File: src/rtl/sort8_seq_ctrl.sv
// sort8_seq_ctrl: eight-word sorter built from a single sort4 network that is
// reused over five passes. The result matches a full sort8 merge network.
// Words arrive as a serial stream and are loaded into r0..r7. The block then
// runs the five passes and unloads the sorted words as a serial stream.
//
// Ports:
//   clk, rst_n            rising-edge clock; asynchronous active-low reset
//   flush                 synchronous abort; returns to LOAD on the next edge
//   in_valid/in_ready/in_data      producer handshake (in_ready only in LOAD)
//   out_valid/out_ready/out_data   consumer handshake (out_valid only in OUT)
//   out_last              high while the 8th output word is presented
//   busy                  high in SORT or OUT
//   done                  1-cycle pulse in the cycle after the last output handshake
//
// Build option: define SORT8_CTRL_DESC_EN to unload largest-first
// (out_data = r[7-idx]). Pass sequencing and latency do not change.

module sort4 #(
    parameter int W = 8
) (
    input  logic [W-1:0] i0,
    input  logic [W-1:0] i1,
    input  logic [W-1:0] i2,
    input  logic [W-1:0] i3,
    output logic [W-1:0] o0,
    output logic [W-1:0] o1,
    output logic [W-1:0] o2,
    output logic [W-1:0] o3
);
    logic [W-1:0] a0, a1, a2, a3, b1, b2;

    // Five compare-exchange elements: (0,1) (2,3), then (0,2) (1,3), then (1,2).
    assign a0 = (i0 < i1) ? i0 : i1;
    assign a1 = (i0 < i1) ? i1 : i0;
    assign a2 = (i2 < i3) ? i2 : i3;
    assign a3 = (i2 < i3) ? i3 : i2;
    assign o0 = (a0 < a2) ? a0 : a2;
    assign b2 = (a0 < a2) ? a2 : a0;
    assign b1 = (a1 < a3) ? a1 : a3;
    assign o3 = (a1 < a3) ? a3 : a1;
    assign o1 = (b1 < b2) ? b1 : b2;
    assign o2 = (b1 < b2) ? b2 : b1;
endmodule

module sort8_seq_ctrl #(
    parameter int DATA_W = 8,
    parameter int NUM_W  = 8
) (
    input  logic              clk,
    input  logic              rst_n,
    input  logic              flush,
    input  logic              in_valid,
    output logic              in_ready,
    input  logic [DATA_W-1:0] in_data,
    output logic              out_valid,
    input  logic              out_ready,
    output logic [DATA_W-1:0] out_data,
    output logic              out_last,
    output logic              busy,
    output logic              done
);
    if (DATA_W != 8 || NUM_W != 8) begin : g_bad_cfg
        $error("sort8_seq_ctrl supports only DATA_W=8, NUM_W=8");
    end

    typedef enum logic [1:0] {LOAD, SORT, OUT} state_t;

    state_t                  state, state_n;
    logic [7:0][DATA_W-1:0]  r;
    logic [2:0]              idx;
    logic [2:0]              pass;
    logic [DATA_W-1:0]       s_in [4];
    logic [DATA_W-1:0]       s_out [4];

    always_ff @(posedge clk or negedge rst_n) begin
        if (!rst_n) state <= LOAD;
        else        state <= state_n;
    end

    always_comb begin
        state_n = state;
        case (state)
            LOAD:    if (in_valid && idx == 3'd7) state_n = SORT;
            SORT:    if (pass == 3'd4) state_n = OUT;
            OUT:     if (out_ready && idx == 3'd7) state_n = LOAD;
            default: state_n = LOAD;
        endcase
        if (flush) state_n = LOAD;
    end

    // Select which four registers the shared network sees on this pass.
    always_comb begin
        s_in[0] = r[0]; s_in[1] = r[1]; s_in[2] = r[2]; s_in[3] = r[3];
        case (pass)
            3'd1:    begin s_in[0] = r[4]; s_in[1] = r[5]; s_in[2] = r[6]; s_in[3] = r[7]; end
            3'd2:    begin s_in[0] = r[0]; s_in[1] = r[1]; s_in[2] = r[4]; s_in[3] = r[5]; end
            3'd3:    begin s_in[0] = r[2]; s_in[1] = r[3]; s_in[2] = r[6]; s_in[3] = r[7]; end
            3'd4:    begin s_in[0] = r[4]; s_in[1] = r[5]; s_in[2] = r[2]; s_in[3] = r[3]; end
            default: ;
        endcase
    end

    sort4 #(.W(DATA_W)) u_sort4 (
        .i0(s_in[0]), .i1(s_in[1]), .i2(s_in[2]), .i3(s_in[3]),
        .o0(s_out[0]), .o1(s_out[1]), .o2(s_out[2]), .o3(s_out[3])
    );

    always_ff @(posedge clk or negedge rst_n) begin
        if (!rst_n) begin
            r    <= '0;
            idx  <= '0;
            pass <= '0;
            done <= 1'b0;
        end else if (flush) begin
            // Storage is left stale; the next frame overwrites all eight words.
            idx  <= '0;
            pass <= '0;
            done <= 1'b0;
        end else begin
            done <= 1'b0;
            case (state)
                LOAD: begin
                    pass <= '0;
                    if (in_valid) begin
                        r[idx] <= in_data;
                        idx    <= idx + 3'd1;
                    end
                end
                SORT: begin
                    pass <= pass + 3'd1;
                    case (pass)
                        3'd0: begin r[0] <= s_out[0]; r[1] <= s_out[1]; r[2] <= s_out[2]; r[3] <= s_out[3]; end
                        3'd1: begin r[4] <= s_out[0]; r[5] <= s_out[1]; r[6] <= s_out[2]; r[7] <= s_out[3]; end
                        3'd2: begin r[0] <= s_out[0]; r[1] <= s_out[1]; r[4] <= s_out[2]; r[5] <= s_out[3]; end
                        3'd3: begin r[2] <= s_out[0]; r[3] <= s_out[1]; r[6] <= s_out[2]; r[7] <= s_out[3]; end
                        default: begin
                            // Final pass merges the four middle-rank words into r2..r5.
                            r[2] <= s_out[0]; r[3] <= s_out[1]; r[4] <= s_out[2]; r[5] <= s_out[3];
                            idx  <= '0;
                            pass <= '0;
                        end
                    endcase
                end
                OUT: begin
                    if (out_ready) begin
                        idx <= idx + 3'd1;
                        if (idx == 3'd7) done <= 1'b1;
                    end
                end
                default: idx <= '0;
            endcase
        end
    end

    assign in_ready  = (state == LOAD);
    assign out_valid = (state == OUT);
    assign busy      = (state != LOAD);
    assign out_last  = (state == OUT) && (idx == 3'd7);
`ifdef SORT8_CTRL_DESC_EN
    assign out_data  = r[3'd7 - idx];
`else
    assign out_data  = r[idx];
`endif
endmodule

File: config.mk
export PLATFORM = sky130hd
export DESIGN_NAME = sort8_seq_ctrl
export DESIGN_NICKNAME = d
export VERILOG_FILES = /design/src/rtl/sort8_seq_ctrl.sv
export SDC_FILE = /design/constraint.sdc
export NUM_CORES = 1
export LEC_CHECK = 0
export ABC_AREA = 1
export CAP_MARGIN = 10
export CELL_PAD_IN_SITES_DETAIL_PLACEMENT = 0
export CELL_PAD_IN_SITES_GLOBAL_PLACEMENT = 1
export CORE_ASPECT_RATIO = 1.2
export CORE_MARGIN = 10
export CORE_UTILIZATION = 30
export CTS_BUF_LIST = sky130_fd_sc_hd__clkbuf_4
export DETAILED_ROUTE_END_ITERATION = 8
export PLACE_DENSITY_LB_ADDON = 0.1
export SLEW_MARGIN = 10
export SYNTH_ARGS = -nofsm -noshare
export SYNTH_HDL_FRONTEND = slang
export SYNTH_SLANG_ARGS = --single-unit
File: constraint.sdc
create_clock -name clk -period 13.4 [get_ports clk]
set_clock_uncertainty 0.2 [all_clocks]
set_input_delay 1.34 -clock clk [delete_from_list [all_inputs] [get_ports clk]]
set_output_delay 1.34 -clock clk [all_outputs]
set_load 0.01 [all_outputs]
==> results_dict.tcl <==
set metrics [dict create \
    clock_sinks 73 \
    required_ps 13590 \
    multiInputGateArea_um2 4540 \
    number_of_enable_flip_flop_cells_after_synthesis 0 \
    finish.cell_count_without_fillers 1508 \
    clock.fmax_mhz 111 \
    crit_top_cell "sky130_fd_sc_hd__nand2_1" \
    postLayoutCoreUtil 0.333 \
    dr.pass1.iters 6 \
    grt_max_degree 66 \
    timing.critical_path.slowest_cell_delay_ps 700 \
    globalRouteOverflowTotal 0 \
    yosys-top-cells-count "sky130_fd_sc_hd__nand2_1 (337), sky130_fd_sc_hd__inv_1 (197), sky130_fd_sc_hd__nor2_1 (93)" \
    cap_violations 0 \
    path_class "reg -> reg" \
    timing.hold.ws_ps 378 \
    synth_compound_gate_area_share 0.223 \
    setup-tns-final_ps 0 \
    row_count 62 \
    synthesis.instances 1171 \
    num-fill-cells 2686 \
    antenna_found_initial 1 \
    die_area_um2 31000 \
    ys.flop_type "sky130_fd_sc_hd__dfrtp_1" \
    ys_seq_area_frac 0.250 \
    syn_avg_cell_area_um2 6.24 \
    drt_iter0_drc 708 \
    synthMostInstantiatedCell "sky130_fd_sc_hd__nand2_1" \
    yosys_register_bits 73 \
    yosys.area_share.xor_xnor 0 \
    post_synth_and_or_nand_nor_area_fraction 0.330 \
    layout-drive-gt1-share 0.0733 \
    post_synthesis_share_of_cell_area_spent_on_full_adders_half_adders_and_majority_gates 0.0633 \
    post-cts-setup-buffers 0 \
    synth-async-reset-ratio 1.00 \
    h_tree_lvl_count 3 \
    layout.nets 1232 \
    share_of_the_clock_period_used_by_the_worst_path_after_layout 0.674 \
    grt_use_total 0.209 \
    cts_hold_buffers 0 \
    cts_resized 0 \
    max_fanout_on_critical_path 20 \
    synth.mux.area_fraction 0 \
    route.final.wire_length_mm 32.5 \
    die_x_um 162 \
    yosys.cell_types.count 44 \
    place.port_buffers 25 \
    pin_count 26 \
    grt_pass1_vias 7524 \
    core-area_um2 24000 \
    outcome "finished clean" \
    cts_max_path_buffers 2 \
    seq_area_um2 1830 \
    tritoncts.num_buffers 9 \
    netlist.top_cell.by_area "sky130_fd_sc_hd__dfrtp_1" \
    report.final.setup_viol 0 \
    gp_congestion 0.918 \
    worst_r2r_setup_slack_ps 4370 \
    clock_pin_slew_on_the_worst_setup_and_hold_paths_ps 150 \
    setup.worst_path.start_class "flip-flop" \
    grt_pass1_wl_mm 49.0 \
    route.detailed.vias_per_inst 5.24 \
    detail_route.drc_violations 0 \
    timing.slew.headroom 0.192 \
    drt-wirelength-per-cell_um 21.5 \
    cp_slowest_cell "sky130_fd_sc_hd__a211oi_1" \
    antenna_violating_nets_post_route 0 \
    tritoncts "done" \
    clk-insertion-delay-late_ps 490 \
    die_h_um 191 \
    yosys-top-cells-area "sky130_fd_sc_hd__dfrtp_1 (25%), sky130_fd_sc_hd__nand2_1 (17%), sky130_fd_sc_hd__inv_1 (10%)" \
    placed_cells_incl_taps 1491 \
    timing.hold.worst.class "reg -> reg" \
    hold_viol_final 0 \
    end_kind "flip-flop" \
    critPathBufInv 5 \
    hpwlAfterDp_mm 24.2 \
    initial_utilization 0.305 \
    clockRootBuffer "sky130_fd_sc_hd__clkbuf_4" \
    period_minus_slack_ps 9030 \
    grt_setup_unrepaired "no" \
    synth_area_um2 7310 \
    syn2layout_area_growth_pct 9.36 \
    num_vias 7909 \
    synth_top_family_by_area "simple AND/OR/NAND/NOR gates" \
    critical_path.top_delay_family "compound AO/OA/AOI/OAI gates" \
    synthDominantCellAreaShare 0.250 \
    synth.net_count 1221 \
    yosys_warnings 0 \
    worst_margin_slew_ps 1210 \
    report.final.slew_viol_count 0 \
    worstPathArrival_ps 9220 \
]
[metrics by stage]
| step | setup WS, ps | instance area, um2 |
|---|---|---|
| global placement | 4390 | 7860 |
| global route | 3680 | 7990 |
| floorplan | 6880 | 7310 |
| CTS | 4480 | 7990 |
| finish | 4370 | 7990 |
| detailed placement | 4490 | 7860 |
[cells in the final DEF, fill, tap and decap left out, types with 3 or more instances in the layout]
master | netlist | layout
sky130_fd_sc_hd__a221oi_1 | 11 | 11
sky130_fd_sc_hd__nor2_1 | 93 | 92
sky130_fd_sc_hd__o21bai_1 | 3 | 3
sky130_fd_sc_hd__nand2_4 | 10 | 10
sky130_fd_sc_hd__buf_4 | 5 | 13
sky130_fd_sc_hd__o21a_1 | 4 | 4
sky130_fd_sc_hd__o21ai_1 | 11 | 10
sky130_fd_sc_hd__a21oi_2 | 8 | 8
sky130_fd_sc_hd__a21boi_1 | 14 | 14
sky130_fd_sc_hd__ha_1 | 37 | 37
sky130_fd_sc_hd__nand2_2 | 22 | 22
sky130_fd_sc_hd__nand3_1 | 82 | 82
sky130_fd_sc_hd__nand3_2 | 7 | 7
sky130_fd_sc_hd__o221ai_1 | 4 | 4
sky130_fd_sc_hd__a211oi_1 | 4 | 4
sky130_fd_sc_hd__a2bb2oi_1 | 9 | 9
sky130_fd_sc_hd__o211ai_1 | 4 | 4
sky130_fd_sc_hd__nor3_2 | 0 | 4
sky130_fd_sc_hd__a22oi_1 | 19 | 19
sky130_fd_sc_hd__clkbuf_4 | 0 | 11
sky130_fd_sc_hd__nand2_1 | 337 | 337
sky130_fd_sc_hd__o2111ai_1 | 4 | 4
sky130_fd_sc_hd__o21ai_0 | 85 | 85
sky130_fd_sc_hd__inv_1 | 197 | 197
sky130_fd_sc_hd__clkdlybuf4s50_1 | 0 | 24
sky130_fd_sc_hd__dfrtp_1 | 73 | 73
sky130_fd_sc_hd__a21oi_1 | 46 | 46
sky130_fd_sc_hd__o22ai_1 | 23 | 23
sky130_fd_sc_hd__clkinv_1 | 3 | 6
sky130_fd_sc_hd__nor3_1 | 9 | 5
[cells by family after synthesis]
group,count (synthesis)
fa+ha+maj,37
buf+inv,239
flops,73
compound gates,259
simple gates,563
[sequential cells by signal, summed over array words and instances (netlist names)]
register and count:
pass 3, r 64, done 1, state 2, idx 3
[area by class of cell]
type | instances | share of cell area
Clock inverter | 5 | 0.00579
Inverter | 202 | 0.0952
Antenna cell | 1 | 0.000313
Sequential cell | 73 | 0.229
Tap cell | 320 | 0.0501
Clock buffer | 11 | 0.0103
Timing Repair Buffer | 37 | 0.0423
Multi-Input combinational cell | 859 | 0.567
[final timing paths]
check                             start     to  cells past startpoint
worst max-delay path            pass[2]  r[44]                     33
worst min-delay path              r[59]  r[59]                      2
worst max register to register  pass[2]  r[44]                     33
worst min register to register    r[59]  r[59]                      2
max in group asynchronous         rst_n  r[53]                      2
min in group asynchronous         rst_n  r[11]                      1
[metal layers]
metal	global-route usage	vias to the layer above	wire length [um]
met5	0	-	0
met4	0.0599	0	621
met3	0.0151	37	1630
met2	0.339	285	15100
met1	0.291	3765	15200
li1	-	3822	-
[worst min-delay path, stage by stage, from the launching register on]
cell and delay, ps:
sky130_fd_sc_hd__dfrtp_1 420, sky130_fd_sc_hd__inv_1 80, sky130_fd_sc_hd__a2bb2oi_1 60
Power is left out: the tool's default activity adds up to more than one toggle a clock period on the data nets, which glitch-free logic cannot reach.
